### config.mk
export PLATFORM = sky130hd
export DESIGN_NAME = pwm_duty_ctrl_flat
export DESIGN_NICKNAME = d
export VERILOG_FILES = /design/src/rtl/pwm_duty_ctrl_if.sv /design/src/rtl/pwm_duty_ctrl.sv /design/src/flat_wrapper.sv
export SDC_FILE = /design/constraint.sdc
export NUM_CORES = 1
export LEC_CHECK = 0
export ABC_AREA = 1
export CAP_MARGIN = 20
export CORE_MARGIN = 5
export CORE_UTILIZATION = 50
export DETAILED_ROUTE_END_ITERATION = 7
export PLACE_DENSITY = 0.74
export SYNTH_ARGS = -nofsm -noshare
export SYNTH_HDL_FRONTEND = slang
export SYNTH_SLANG_ARGS = --single-unit
### constraint.sdc
create_clock -name clk -period 1.95 [get_ports clk]
set_input_delay 0.195 -clock clk [delete_from_list [all_inputs] [get_ports clk]]
set_output_delay 0.195 -clock clk [all_outputs]
set_load 0.1 [all_outputs]
### src/rtl/pwm_duty_ctrl_if.sv
// Config handshake, run control and waveform outputs of pwm_duty_ctrl.
// Burst signals exist only when PWM_BURST_EN is defined.
interface pwm_duty_ctrl_if #(
    parameter int unsigned CNT_W = 8
);
    logic             enable;
    logic             cfg_valid;
    logic             cfg_ready;
    logic [CNT_W-1:0] cfg_period;
    logic [CNT_W-1:0] cfg_high;
    logic             cfg_err;
    logic             cfg_applied;
    logic             pwm_out;
    logic             period_start;
    logic             active;
`ifdef PWM_BURST_EN
    logic [15:0]      burst_len;
    logic             burst_done;

    modport master (
        output enable, cfg_valid, cfg_period, cfg_high, burst_len,
        input  cfg_ready, cfg_err, cfg_applied, pwm_out, period_start, active, burst_done
    );
    modport slave (
        input  enable, cfg_valid, cfg_period, cfg_high, burst_len,
        output cfg_ready, cfg_err, cfg_applied, pwm_out, period_start, active, burst_done
    );
`else
    modport master (
        output enable, cfg_valid, cfg_period, cfg_high,
        input  cfg_ready, cfg_err, cfg_applied, pwm_out, period_start, active
    );
    modport slave (
        input  enable, cfg_valid, cfg_period, cfg_high,
        output cfg_ready, cfg_err, cfg_applied, pwm_out, period_start, active
    );
`endif
endinterface

### src/rtl/pwm_duty_ctrl.sv
// Runtime-programmable PWM: active period/high plus one-deep pending shadow, applied only at period
// boundaries (or the cycle after acceptance when idle). Outputs registered; optional PWM_BURST_EN bursts.
module pwm_duty_ctrl #(
    parameter int unsigned CNT_W      = 8,
    parameter int unsigned DEF_PERIOD = 10,
    parameter int unsigned DEF_HIGH   = 6
) (
    input logic            clk,
    input logic            reset,
    pwm_duty_ctrl_if.slave pwm_if
);

    typedef enum logic {IDLE, RUN} state_t;

    localparam logic [CNT_W-1:0] DEF_P = CNT_W'(DEF_PERIOD);
    localparam logic [CNT_W-1:0] DEF_H = CNT_W'(DEF_HIGH);
    localparam logic [CNT_W-1:0] ONE   = CNT_W'(1);

    state_t           state_q, state_d;
    logic [CNT_W-1:0] pos_q, pos_d;
    logic [CNT_W-1:0] per_q, per_d;
    logic [CNT_W-1:0] high_q, high_d;
    logic             pend_vld_q, pend_vld_d;
    logic [CNT_W-1:0] pend_per_q, pend_per_d;
    logic [CNT_W-1:0] pend_high_q, pend_high_d;
    logic             pwm_q, pwm_d;
    logic             pstart_q, pstart_d;
    logic             active_q, active_d;
    logic             err_q, err_d;
    logic             applied_q, applied_d;

    logic             boundary, apply, accept, legal;
    logic             burst_last, start_ok;
    logic [CNT_W-1:0] high_eff, pos_inc;

`ifdef PWM_BURST_EN
    logic [15:0]      left_q, left_d;
    logic             lock_q, lock_d;
    logic             done_q, done_d;

    // lock_q blocks a restart until enable has been seen low after a burst ends
    assign burst_last = (left_q == 16'd1);
    assign start_ok   = !lock_q;
    assign pwm_if.burst_done = done_q;
`else
    assign burst_last = 1'b0;
    assign start_ok   = 1'b1;
`endif

    always_comb begin
        boundary = (state_q == RUN) && (pos_q == per_q - ONE);
        apply    = pend_vld_q && ((state_q == IDLE) || boundary);
        accept   = pwm_if.cfg_valid && !pend_vld_q;
        legal    = (pwm_if.cfg_period != '0) && (pwm_if.cfg_high <= pwm_if.cfg_period);
        high_eff = apply ? pend_high_q : high_q;
        pos_inc  = pos_q + ONE;
    end

    always_comb begin
        state_d     = state_q;
        pos_d       = pos_q;
        per_d       = per_q;
        high_d      = high_q;
        pend_vld_d  = pend_vld_q;
        pend_per_d  = pend_per_q;
        pend_high_d = pend_high_q;
        pwm_d       = pwm_q;
        pstart_d    = 1'b0;
        active_d    = active_q;
        err_d       = 1'b0;
        applied_d   = 1'b0;
`ifdef PWM_BURST_EN
        left_d      = left_q;
        lock_d      = lock_q;
        done_d      = 1'b0;
`endif

        // apply needs a pending entry and accept needs none, so they never coincide
        if (apply) begin
            per_d      = pend_per_q;
            high_d     = pend_high_q;
            pend_vld_d = 1'b0;
            applied_d  = 1'b1;
        end

        if (accept) begin
            if (legal) begin
                pend_vld_d  = 1'b1;
                pend_per_d  = pwm_if.cfg_period;
                pend_high_d = pwm_if.cfg_high;
            end else begin
                err_d = 1'b1;
            end
        end

        case (state_q)
            IDLE: begin
                pos_d    = '0;
                pwm_d    = 1'b0;
                active_d = 1'b0;
`ifdef PWM_BURST_EN
                if (!pwm_if.enable) lock_d = 1'b0;
`endif
                if (pwm_if.enable && start_ok) begin
                    state_d  = RUN;
                    pwm_d    = (high_eff != '0);
                    pstart_d = 1'b1;
                    active_d = 1'b1;
`ifdef PWM_BURST_EN
                    left_d   = pwm_if.burst_len;
`endif
                end
            end
            RUN: begin
                if (boundary) begin
                    pos_d = '0;
                    if (!pwm_if.enable || burst_last) begin
                        state_d  = IDLE;
                        pwm_d    = 1'b0;
                        active_d = 1'b0;
                    end else begin
                        pwm_d    = (high_eff != '0);
                        pstart_d = 1'b1;
                    end
`ifdef PWM_BURST_EN
                    if (burst_last) begin
                        done_d = 1'b1;
                        lock_d = 1'b1;
                        left_d = '0;
                    end else if (left_q > 16'd1) begin
                        left_d = left_q - 16'd1;
                    end
`endif
                end else begin
                    pos_d = pos_inc;
                    pwm_d = (pos_inc < high_q);
                end
            end
            default: state_d = IDLE;
        endcase
    end

    always_ff @(posedge clk or posedge reset) begin
        if (reset) begin
            state_q     <= IDLE;
            pos_q       <= '0;
            per_q       <= DEF_P;
            high_q      <= DEF_H;
            pend_vld_q  <= 1'b0;
            pend_per_q  <= '0;
            pend_high_q <= '0;
            pwm_q       <= 1'b0;
            pstart_q    <= 1'b0;
            active_q    <= 1'b0;
            err_q       <= 1'b0;
            applied_q   <= 1'b0;
`ifdef PWM_BURST_EN
            left_q      <= '0;
            lock_q      <= 1'b0;
            done_q      <= 1'b0;
`endif
        end else begin
            state_q     <= state_d;
            pos_q       <= pos_d;
            per_q       <= per_d;
            high_q      <= high_d;
            pend_vld_q  <= pend_vld_d;
            pend_per_q  <= pend_per_d;
            pend_high_q <= pend_high_d;
            pwm_q       <= pwm_d;
            pstart_q    <= pstart_d;
            active_q    <= active_d;
            err_q       <= err_d;
            applied_q   <= applied_d;
`ifdef PWM_BURST_EN
            left_q      <= left_d;
            lock_q      <= lock_d;
            done_q      <= done_d;
`endif
        end
    end

    assign pwm_if.cfg_ready    = !pend_vld_q;
    assign pwm_if.cfg_err      = err_q;
    assign pwm_if.cfg_applied  = applied_q;
    assign pwm_if.pwm_out      = pwm_q;
    assign pwm_if.period_start = pstart_q;
    assign pwm_if.active       = active_q;

endmodule

### src/flat_wrapper.sv
// flat-port wrapper written by rule: the top's interface ports become plain ports
module pwm_duty_ctrl_flat 
#(
    parameter int unsigned CNT_W      = 8,
    parameter int unsigned DEF_PERIOD = 10,
    parameter int unsigned DEF_HIGH   = 6
)
  (clk, reset, pwm_if_enable, pwm_if_cfg_valid, pwm_if_cfg_period, pwm_if_cfg_high, pwm_if_cfg_ready, pwm_if_cfg_err, pwm_if_cfg_applied, pwm_if_pwm_out, pwm_if_period_start, pwm_if_active);
  pwm_duty_ctrl_if #(.CNT_W(CNT_W)) pwm_if_i ();
  input logic clk;
  input logic reset;
  input wire logic [$bits(pwm_if_i.enable)-1:0] pwm_if_enable;
  input wire logic [$bits(pwm_if_i.cfg_valid)-1:0] pwm_if_cfg_valid;
  input wire logic [$bits(pwm_if_i.cfg_period)-1:0] pwm_if_cfg_period;
  input wire logic [$bits(pwm_if_i.cfg_high)-1:0] pwm_if_cfg_high;
  output wire logic [$bits(pwm_if_i.cfg_ready)-1:0] pwm_if_cfg_ready;
  output wire logic [$bits(pwm_if_i.cfg_err)-1:0] pwm_if_cfg_err;
  output wire logic [$bits(pwm_if_i.cfg_applied)-1:0] pwm_if_cfg_applied;
  output wire logic [$bits(pwm_if_i.pwm_out)-1:0] pwm_if_pwm_out;
  output wire logic [$bits(pwm_if_i.period_start)-1:0] pwm_if_period_start;
  output wire logic [$bits(pwm_if_i.active)-1:0] pwm_if_active;
  assign pwm_if_i.enable = pwm_if_enable;
  assign pwm_if_i.cfg_valid = pwm_if_cfg_valid;
  assign pwm_if_i.cfg_period = pwm_if_cfg_period;
  assign pwm_if_i.cfg_high = pwm_if_cfg_high;
  assign pwm_if_cfg_ready = pwm_if_i.cfg_ready;
  assign pwm_if_cfg_err = pwm_if_i.cfg_err;
  assign pwm_if_cfg_applied = pwm_if_i.cfg_applied;
  assign pwm_if_pwm_out = pwm_if_i.pwm_out;
  assign pwm_if_period_start = pwm_if_i.period_start;
  assign pwm_if_active = pwm_if_i.active;
  pwm_duty_ctrl #(.CNT_W(CNT_W), .DEF_PERIOD(DEF_PERIOD), .DEF_HIGH(DEF_HIGH)) u_core (.clk(clk), .reset(reset), .pwm_if(pwm_if_i));
endmodule
Yosys cells after proc, flatten, opt, wreduce, memory -nomap -nowiden
Cells that the tools add are included.
Cells by class
  bitwise logic cells: 1
  eq/ne operators: 3
  magnitude comparators: 2
  reductions and logical operators: 10
  $add $sub $neg: 2
  multiplexer cells: 20
Operators by type and width (number)
  $mux 8: 2
  $pmux 8 s2: 1
  $reduce_bool 8->1: 2
  $mux 1: 13
  $add 8x1->8 const B: 1
  $eq 8x8->1: 1
  $le 8x8->1: 1
  $lt 8x8->1: 1
  $pmux 1 s2: 4
  $sub 8x1->8 const B: 1
  $logic_and 1x1->1: 4
  $ne 2x2->1 const B: 2
  $reduce_and 2->1: 2
  $logic_not 1->1: 1
  $logic_or 1x1->1: 1
  $not 1->1: 1
Storage, ports and cells
  flip-flop bits (word level): 47
  output and inout port bits: 6
  logic and storage cells: 50
  input bits: 20

Longest topological paths before layout
Gate-level depths: netlist of the first run.
  depth after elaboration: 10
  gate-level depth with buffers: 21
  depth with buffers taken out: 20

Least setup slack after synthesis of the first run
Ideal clock, no wire load.
  path kind: register to register
  start point: reg u_core.per_q[1]
  end point: reg u_core.pwm_q (netlist: u_core.pwm_if.pwm_out)
  period minus slack after synthesis: 2065 ps
  path buffers: 1
  stages on the path, launching flop included: 18
  path slack: -115 ps
  required time: 1834 ps
  data arrival time: 1948 ps
  cell sequence: dfstp_2 inv_1 ha_1 xor2_1 nand3_1 nor2_1 nand2_1 nor2_2 nand2_2 nand2_4 buf_6 nand3_1 nand2_1 nand2_1 nor2_1 nand2_1 nand2_1 nand2_1
On the way
  word-level cells in the longest chain between the ends: 10
RTL lines
  from (decl): line pwm_duty_ctrl.sv:21  | logic [CNT_W-1:0] per_q, per_d;
  from (signal assigned): line pwm_duty_ctrl.sv:165  | per_q <= per_d;
  $sub 8x1->8 (*): line pwm_duty_ctrl.sv:51  | boundary = (state_q == RUN) && (pos_q == per_q - ONE);
  $eq 8x8->1 (*): line pwm_duty_ctrl.sv:51
  $logic_and 1x1->1 (*): line pwm_duty_ctrl.sv:51
  $logic_or 1x1->1: line pwm_duty_ctrl.sv:52  | apply = pend_vld_q && ((state_q == IDLE) || boundary);
  $logic_and 1x1->1: line pwm_duty_ctrl.sv:52
  $mux 8: line pwm_duty_ctrl.sv:55  | high_eff = apply ? pend_high_q : high_q;
  $reduce_bool 8->1: line pwm_duty_ctrl.sv:106, pwm_duty_ctrl.sv:122
  $mux 1: line pwm_duty_ctrl.sv:104, pwm_duty_ctrl.sv:117
  $mux 1: line pwm_duty_ctrl.sv:115  | if (boundary) begin
  $pmux 1 s2 (*): line pwm_duty_ctrl.sv:96  | case (state_q)
  net u_core.pwm_d: line pwm_duty_ctrl.sv:26  | logic pwm_q, pwm_d;
  to (signal assigned): line pwm_duty_ctrl.sv:170  | pwm_q <= pwm_d;
  to (decl): line pwm_duty_ctrl.sv:26
The timed path passes the listed nets; every way through them passes the cells marked *.
A chain may end at the register's enable or synchronous reset.

Worst setup path in the final report of the first run
Same ends and word-level chain as after synthesis.

==> results.cfg, run 1 <==
[yosys]
synth-async-reset-ratio_pct = 100
ys_top_cells_by_count = nand2_1 (91), inv_1 (59), dfrtp_1 (43)
yosys_warnings = 0
syn-cell-area_um2 = 2610
synth_top_area_share_pct = 41.2
largest_cells_by_area_after_synthesis = dfrtp_1 (41%), nand2_1 (13%), inv_1 (8.5%)
postSynthNetCount = 365
avgSynthCellArea_um2 = 7.95
syn-instance-count = 328
synth-seq-area-share_pct = 45.3
synthDistinctLibCells = 31
synth_top_flop_cell = dfrtp_1
synth-edff-count = 0
synth_top_area_cell = dfrtp_1
yosys_register_bits = 47
post-synth-top-count-cell = nand2_1

[floorplan]
std_cell_rows = 26
initial_utilization_pct = 51.4
ioPinCount = 26
die_h_um = 82.2
design.die.area_um2 = 6760
die_w_um = 82.2
fp.coreArea_um2 = 5070

[clock_network]
cts_tree = built
cts.hold.buffers_added = 0
cts_max_level = 2
ctsLongestPathBuffers = 2
cts_num_sinks = 47
master_cell_of_the_clock_root_buffer = clkbuf_8
cts_buffers = 5
path_clk_slew_ns = 0.09
clock_latency_ns = 0.31

[setup_path]
endpoint_kind = flop
path_max_fanout = 5
cp_data_required_time_ns = 2.16
cp.arrival_ns = 2.49
path_class = reg -> reg
worstRegToRegCells = 16
critPathLaunchType = flop

[timing]
worst_hold_slack_ns = 0.214
final_min_period_over_clock_period_pct = 117
final_critical_path_setup_slack_ns = -0.329
post-route-min-period_ns = 2.28
fin_worst_skew_ns = 0.0106
finalMaxSlewViolations = 0
setup-violations-final = 29
final_hold_viol_count = 0
worst_pin_slew_ns = 0.480
max-slew-margin-rel_pct = 68.0
fmaxAchievable_mhz = 439
rsz0062_at_grt = yes

[grt]
grt_first_pass_wirelength_mm = 10.2
antenna_found_initial = 0
grt.total_usage_pct = 19.9
grt_pass1_vias = 2310
grt_max_degree = 29
grt.overflow.total = 0

[run_status]
failing_checks = setup timing
status = finished, violations left

[power]
p_seq_share_pct = 56.7
sw_frac_of_total_pct = 25.0
pwr_density_cell_nw_per_um2 = 493
combinationalPowerShare_pct = 10.6
power_switching_uw = 446
cellInternalPower_mw = 1.34
power.static_leakage_nw = 1.97
peak_ir_drop_on_the_vdd_network_uv = 414
pwr-share-clk_pct = 32.7

[route]
drt_wl_total_mm = 6.32
routed_wire_length_per_instance_um = 13.2
dr_total_vias = 2306
count_of_antenna_violating_nets_left_after_detailed_routing = 0
drt_iter0_markers = 69
via_per_inst = 4.82
post-route-drc-count = 0
dr.pass1.iters = 4

[finish]
nNetsFinal = 445
layout-drive-gt1-share_pct = 29.7
synthToLayoutAreaGrowth_pct = 38.8
design_area_um2 = 3620
insertedDiodeCount = 0

[place]
gpl.final_weighted_congestion = 0.870
postPlaceCellArea_um2 = 3200
place.port_buffers = 25
place_hpwl_mm = 4.26

[min_path]
worst_hold_check_path_type = in -> async

[run]
drv_cap = 0
==> power groups by stage <==
stage                     clock [mW]  sequential (mW)  combinational (mW)
after floorplan                    0             1.03              0.0748
after global placement             0             1.03               0.162
after detailed placement           0             1.03               0.168
after CTS                      0.587             1.01               0.179
after global routing           0.627             1.01               0.212
final                          0.583             1.01               0.189
==> placed cells by master (no fill, tap or decap), drive strengths merged, types with 2 or more instances in the layout <==
cell | synthesis | routed
nand2 | 95 | 96
inv | 62 | 62
buf | 7 | 60
dfrtp | 43 | 43
o21ai | 27 | 27
nor2 | 26 | 26
ha | 17 | 17
nand3 | 16 | 16
xor2 | 9 | 9
clkdlybuf4s50 | 0 | 8
dlygate4sd2 | 0 | 7
nand3b | 5 | 5
clkbuf | 0 | 5
a21oi | 5 | 5
dfstp | 4 | 4
dlymetal6s2s | 0 | 3
clkinv | 1 | 3
nor4 | 2 | 2
nor3 | 2 | 2
==> final timing paths <==
path / from / slack, ns / to
max in group asynchronous: reset / 1.17 / u_core.per_q[1]
worst min register to register: u_core.pend_per_q[5] / 0.48 / u_core.per_q[5]
min in group clk: pwm_if_cfg_high[2] / 0.30 / u_core.pend_high_q[2]
worst max-delay path: u_core.per_q[1] / -0.33 / u_core.pwm_if.pwm_out
worst max register to register: u_core.per_q[1] / -0.33 / u_core.pwm_if.pwm_out
worst min-delay path: reset / 0.21 / u_core.pend_vld_q
==> per-layer routing <==
metal | GRT usage [%] | vias to the layer above | wire length, um
met3 | 4.77 | 8 | 236
met2 | 33.2 | 41 | 3230
met5 | 0 | - | 0
met1 | 24.9 | 1079 | 2780
li1 | - | 1178 | -
met4 | 7.64 | 0 | 75
==> layout make-up <==
type / count / area [um^2]
clock inverter: 2 / 13.8
multi-input combinational: 212 / 1310
fill: 391 / 1450
sequential: 47 / 1180
inverter: 63 / 244
clock buffer: 5 / 68.8
timing repair buffer: 79 / 718
tap: 70 / 87.6
==> flip-flops by register name (all words and copies together), names as in the netlist, 8 cells and up <==
signal / flops
u_core.pend_high_q: 8
u_core.pos_q: 8
u_core.per_q: 8
u_core.pend_per_q: 8
u_core.high_q: 8
==> cells by family after synthesis <==
| logic type | Yosys count | synth area share (%) |
|---|---|---|
| xor+xnor | 9 | 3.02 |
| fa+ha+maj | 17 | 8.15 |
| flops | 47 | 45.3 |
| compound gates | 37 | 7.67 |
| simple gates | 148 | 24.8 |
| buf+inv | 70 | 11.0 |
==> per-stage QoR <==
stage | utilization, % | power [mW] | setup TNS, ns | cells | setup slack (ns)
after detailed placement | 63.0 | 1.20 | -9.52 | 454 | -0.348
after global placement | 63.0 | 1.19 | -8.27 | 454 | -0.309
after CTS | 68.1 | 1.78 | -4.71 | 472 | -0.328
after global routing | 71.4 | 1.85 | -7.74 | 478 | -0.454
final | 71.4 | 1.78 | -4.23 | 478 | -0.329
after floorplan | - | 1.10 | -0.0828 | 328 | -0.0828
==> worst max-delay path: stages, from the launching register on <==
cell and delay (ns):
dfstp_2 0.55, inv_2 0.05, ha_4 0.28, xor2_2 0.14, nand3_2 0.10, nor2_2 0.09
nand2_1 0.06, nor2_2 0.09, nand2_2 0.11, nand2_4 0.12, nand3b_1 0.10, nand2_1 0.12
nand2_1 0.06, nor2_1 0.10, nand2_1 0.09, nand2_1 0.06, nand2_1 0.04
==> what timing repair did <==
item | 4_1_cts | 5_1_grt
pin swaps | 18 | 16
setup buffers | 8 | 9
gates resized for setup | 36 | 38
cloned | 3 | 0
endpoints found under the setup margin | 41 | 46
Note: power is estimated with default switching activity, not from simulation.
==> inputs of run 2 (changes only) <==
- CTS_CLUSTER_DIAMETER: default -> 80
==> results of run 2 <==
Same layout as run 1: the final DEF is identical, and so are final timing and power.
